`src/rtl/fetch_stage.sv`:
```
// Instruction fetch stage: issues sequential word fetches over req/gnt/rvalid,
// tags responses with their PCs and buffers them in a small FIFO for decode.
module fetch_stage #(
  parameter logic [31:0] RESET_PC   = 32'h0000_0000,
  parameter int          FIFO_DEPTH = 2
) (
  input  logic        clk,
  input  logic        rst,
  input  logic        stall,
  input  logic        ex_if_take_branch,
  input  logic [31:0] ex_if_branch_target,
  output logic        imem_req,
  output logic [31:0] imem_addr,
  input  logic        imem_gnt,
  input  logic        imem_rvalid,
  input  logic [31:0] imem_rdata,
  output logic        if_id_valid,
  output logic [31:0] if_id_instr,
  output logic [31:0] if_id_pc
);

  localparam int AW = (FIFO_DEPTH > 1) ? $clog2(FIFO_DEPTH) : 1;
  localparam int CW = $clog2(FIFO_DEPTH + 1);
  localparam logic [CW:0] DEPTH_W = (CW + 1)'(FIFO_DEPTH);

  logic [31:0]   fetch_pc;
  logic [CW-1:0] outstanding;
  logic [CW-1:0] kill;
  logic [CW-1:0] fifo_count;
  logic [AW-1:0] fifo_rd, fifo_wr;
  logic [AW-1:0] pcq_rd, pcq_wr;
  logic [31:0]   fifo_instr [FIFO_DEPTH];
  logic [31:0]   fifo_pc    [FIFO_DEPTH];
  logic [31:0]   pcq        [FIFO_DEPTH];

  logic          issue, killed_rsp, push, pop;
  logic [CW:0]   credit_used;
  logic          unused_tgt_lsbs;

  assign unused_tgt_lsbs = ^ex_if_branch_target[1:0];

  // Handshakes: a fetch transfers on a cycle with imem_req && imem_gnt; imem_addr
  // is stable while imem_req is high. Responses (imem_rvalid) return in grant
  // order and cannot be back-pressured. Decode takes the head on if_id_valid && !stall.
  always_comb begin
    credit_used = {1'b0, outstanding} + {1'b0, fifo_count};
    imem_req    = !rst && !ex_if_take_branch && (credit_used < DEPTH_W);
    issue       = imem_req && imem_gnt;
    killed_rsp  = imem_rvalid && (kill != '0);
    push        = imem_rvalid && (kill == '0) && !ex_if_take_branch;
    pop         = if_id_valid && !stall;
  end

  assign imem_addr   = fetch_pc;
  assign if_id_valid = (fifo_count != '0);
  assign if_id_instr = fifo_instr[fifo_rd];
  assign if_id_pc    = fifo_pc[fifo_rd];

  always_ff @(posedge clk) begin
    if (rst) begin
      fetch_pc    <= RESET_PC;
      outstanding <= '0;
      kill        <= '0;
      fifo_count  <= '0;
      fifo_rd     <= '0;
      fifo_wr     <= '0;
      pcq_rd      <= '0;
      pcq_wr      <= '0;
      for (int i = 0; i < FIFO_DEPTH; i++) begin
        fifo_instr[i] <= '0;
        fifo_pc[i]    <= '0;
        pcq[i]        <= '0;
      end
    end else if (ex_if_take_branch) begin
      // Everything still in flight after this cycle's response must be dropped.
      fetch_pc    <= {ex_if_branch_target[31:2], 2'b00};
      outstanding <= outstanding - CW'(imem_rvalid);
      kill        <= outstanding - CW'(imem_rvalid);
      fifo_count  <= '0;
      fifo_rd     <= '0;
      fifo_wr     <= '0;
      pcq_rd      <= '0;
      pcq_wr      <= '0;
    end else begin
      if (issue) begin
        fetch_pc    <= fetch_pc + 32'd4;
        pcq[pcq_wr] <= fetch_pc;
        pcq_wr      <= pcq_wr + 1'b1;
      end
      outstanding <= outstanding + CW'(issue) - CW'(imem_rvalid);
      if (killed_rsp) kill <= kill - 1'b1;
      if (push) begin
        fifo_instr[fifo_wr] <= imem_rdata;
        fifo_pc[fifo_wr]    <= pcq[pcq_rd];
        fifo_wr             <= fifo_wr + 1'b1;
        pcq_rd              <= pcq_rd + 1'b1;
      end
      if (pop) fifo_rd <= fifo_rd + 1'b1;
      fifo_count <= fifo_count + CW'(push) - CW'(pop);
    end
  end

  // The credit rule makes a push into a full buffer impossible.
  assert property (@(posedge clk) disable iff (rst)
    !(push && !pop && (fifo_count == CW'(FIFO_DEPTH))));

endmodule

```
`config.mk`:
```
export PLATFORM = sky130hd
export DESIGN_NAME = fetch_stage
export DESIGN_NICKNAME = d
export VERILOG_FILES = /design/src/rtl/fetch_stage.sv
export SDC_FILE = /design/constraint.sdc
export NUM_CORES = 1
export LEC_CHECK = 0
export CORE_MARGIN = 10
export CORE_UTILIZATION = 32
export CTS_CLUSTER_DIAMETER = 40
export DETAILED_ROUTE_END_ITERATION = 10
export GPL_ROUTABILITY_DRIVEN = 0
export GPL_TIMING_DRIVEN = 0
export PLACE_DENSITY_LB_ADDON = 0.12
export SETUP_SLACK_MARGIN = 0.15
export SYNTH_ARGS = -nofsm -noshare
export SYNTH_HDL_FRONTEND = slang
export SYNTH_SLANG_ARGS = --single-unit
```
`constraint.sdc`:
```
create_clock -name clk -period 6.8 [get_ports clk]
set_input_delay 1.7 -clock clk [delete_from_list [all_inputs] [get_ports clk]]
set_output_delay 1.7 -clock clk [all_outputs]
set_load 0.005 [all_outputs]
```
==> flow_metrics.env, run 1 <==
export IMPL_setup_violations=0
export IMPL_postCtsHoldBufs=0
export IMPL_min_path_type="reg2reg"
export IMPL_worst_slew_pin_slew_ns=0.890
export IMPL_finalCriticalPeriod_ns=5.36
export IMPL_criticalPathCategory="in2out"
export IMPL_final_util_pct=44.3
export IMPL_slew_headroom_pct=40.2
export IMPL_ys_ff_latch=226
export IMPL_areaGrowthSynthToFinish_pct=35.2
export IMPL_switchingPower_uw=890
export IMPL_cts_htree_levels=2
export IMPL_synth_seq_area_share_pct=63.0
export IMPL_synth_area_leaders="edfxtp_1 55%, dfxtp_1 8.3%, mux2_2 7.0%"
export IMPL_initial_core_util_pct=32.8
export IMPL_fp_row_count=64
export IMPL_fmax_mhz=186
export IMPL_finalHoldViolCount=0
export IMPL_path_clk_slew_ns=0.05
export IMPL_p_comb_share_pct=9.3
export IMPL_grt_max_degree=52
export IMPL_grt_pass1_vias=6982
export IMPL_async_reset_ff_share_pct=0
export IMPL_cts_resized=0
export IMPL_vias=6681
export IMPL_design_core_area_sq_mm=0.0308
export IMPL_clk_latency_ns=0.51
export IMPL_wl_um=27900
export IMPL_hpwlAfterDp_um=19600
export IMPL_regArea_sq_mm=0.00637
export IMPL_instances_no_fill=1425
export IMPL_required_ns=5.10
export IMPL_ir_drop_uv=156
export IMPL_cts_sinks=226
export IMPL_end_kind="primary output"
export IMPL_placedCellCount=1354
export IMPL_p_sw_share_pct=22.5
export IMPL_root_buffer="clkbuf_16"
export IMPL_ys_flop_type="edfxtp_1"
export IMPL_fillers=2864
export IMPL_intPower_uw=3060
export IMPL_synth_area_leader_cell="edfxtp_1"
export IMPL_tns_ns=0
export IMPL_pwr_share_clk_pct=49.7
export IMPL_cts_tree="built"
export IMPL_nets=1077
export IMPL_drt_iter0_drc=244
export IMPL_cts_setup_buffers=0
export IMPL_syn_inst=791
export IMPL_drc=0
export IMPL_syn_area_per_cell_sq_um=12.8
export IMPL_netlist_area_sq_mm=0.0101
export IMPL_outcome="finished clean"
export IMPL_dieWidth_um=198
export IMPL_rsz0062_at_grt="no"
export IMPL_cts_buffers=39
export IMPL_final_max_slew_violation_count=0
export IMPL_firstDrtPassIters=5
export IMPL_synth_edf_count=184
export IMPL_wl_per_cell_um=19.6
export IMPL_synth_commonest_cells="184 x edfxtp_1, 96 x and2_1, 95 x nor2_1, 63 x mux2_2, 42 x dfxtp_1"
export IMPL_viasPerCell=4.69
export IMPL_p_leak_uw=0.00499
export IMPL_drive_gt1_share_pct=15.3
export IMPL_fin_skew_ns=0.0174
export IMPL_grt_overflow=0
export IMPL_grt_total_usage_pct=14.1
export IMPL_die_h_um=198
export IMPL_arrival_ns=3.66
export IMPL_drt_antenna_violating_nets=0
export IMPL_power_density_mw_per_mm2=289
export IMPL_multi_input_area_sq_mm=0.00347
export IMPL_port_buffers=161
export IMPL_min_period_over_period_pct=78.9
export IMPL_yosys_area_top_type_share_pct=54.7
export IMPL_cp_start_kind="input port"
export IMPL_total_power_uw=3950
export IMPL_ioPinCount=168
export IMPL_yosysWarnings=0
export IMPL_cap_violations=0
export IMPL_clockBufferDepth=3
export IMPL_ys_types=52
export IMPL_dieArea_sq_mm=0.0391
export IMPL_grt_pass1_wl_um=41900
export IMPL_antenna_found_initial=1
export IMPL_critPathMaxFanout=10
export IMPL_power_frac_seq_pct=41.0
export IMPL_yosysMostFrequentCell="edfxtp_1"
==> metrics by stage <==
| step | hold slack, ns | setup WS [ns] | area, sq um |
|---|---|---|---|
| floorplan | 0.472 | 1.52 | 10100 |
| finish | 0.502 | 1.44 | 13600 |
| global placement | 0.485 | -1.38 | 12200 |
| detailed placement | 0.494 | 1.48 | 12300 |
| CTS | 0.506 | 1.46 | 13600 |
| global route | 0.532 | 1.39 | 13600 |
==> cell families (layout without fill, tap and decap cells) <==
group / Yosys count / count (layout) / synth area share [%]
buffers and inverters: 65 / 299 / 2.89
and+or+nand+nor: 317 / 317 / 17.0
muxes: 95 / 95 / 10.2
DFF: 226 / 226 / 63.0
AOI/OAI and AO/OA: 47 / 47 / 3.04
xor gates and xnor gates: 32 / 32 / 2.78
other: 1 / 5 / 0.0371
adders and majority gates: 8 / 8 / 1.07
==> cells in the final DEF, fill, tap and decap left out, types with 3 or more instances in the layout <==
cell / instances
inv_1: 10
edfxtp_1: 184
nand3_1: 12
clkdlybuf4s50_1: 161
clkbuf_1: 40
nand4_1: 5
o21ai_0: 3
xor2_1: 6
and4_1: 4
a21oi_1: 16
bufinv_16: 5
buf_4: 6
clkbuf_16: 41
dfxtp_1: 42
and3_1: 35
buf_1: 7
clkinv_2: 4
o22ai_1: 3
nand2_1: 29
or3_1: 5
nor4_1: 3
nor2_1: 95
conb_1: 4
ha_1: 7
clkinv_1: 4
and2_1: 96
nor3_1: 15
mux2_2: 63
xnor2_1: 26
nor4_2: 3
mux2i_1: 32
a211oi_1: 13
clkinvlp_4: 6
clkinv_4: 7
==> metal layers <==
metal | global-route usage [%] | share of wire (%)
met5 | 0 | 0
met4 | 5.98 | 3.6
met3 | 3.32 | 6.1
met2 | 22.2 | 45
met1 | 18.2 | 45
==> power groups by stage <==
stage / logic (uW) / clock network (uW) / registers (uW)
after floorplan: 169 / 0 / 1640
after global placement: 365 / 0 / 1650
after detailed placement: 373 / 0 / 1650
after CTS: 375 / 2000 / 1620
after global routing: 401 / 2060 / 1630
final: 366 / 1960 / 1620
==> state kept, by name (all words and copies together) (netlist names), 2 cells and up, named ones only <==
name         count
kill             2
fifo_pc         60
fifo_count       2
outstanding      2
pcq             60
fifo_instr      64
imem_addr       30
==> final cells by class <==
class / instances / share of cell area [%]
timing repair buffer: 164 / 12.4
multi-input combinational: 503 / 25.4
sequential: 226 / 46.6
clock inverter: 27 / 2.20
buffer: 54 / 1.83
antenna: 1 / 0.0183
tap: 396 / 3.63
clock buffer: 43 / 7.57
inverter: 11 / 0.303
==> path summary, 6_finish.rpt <==
path	startpoint	endpoint	slack, ns	depth (start not counted)
max	rst	imem_req	1.44	5
min	pcq_rd	flop	0.50	2
max reg2reg	outstanding[0]	pcq[0][10]	3.34	9
min reg2reg	pcq_rd	flop	0.50	2
==> worst max-delay path, stage by stage <==
cell	delay [ns]
clkdlybuf4s50_1	0.49
or2_1	0.27
clkbuf_1	0.26
nor3_1	0.36
clkdlybuf4s50_1	0.59
Note: power is estimated with default switching activity, not from simulation.
==> run 2: changes to the inputs <==
clock period = 5.1 ns   (was 6.8 ns; I/O delays follow)
==> results of run 2 <==
Same layout as run 1 (identical final DEF). Status: finished clean.
Among the figures that moved: setup slack after placement 1.48 ns -> 0.628 ns; setup slack after layout 1.44 ns -> 0.585 ns; register-to-register setup slack 3.34 ns -> 1.64 ns; total power 3950 uW -> 5270 uW; worst IR drop on VDD 156 uV -> 208 uV
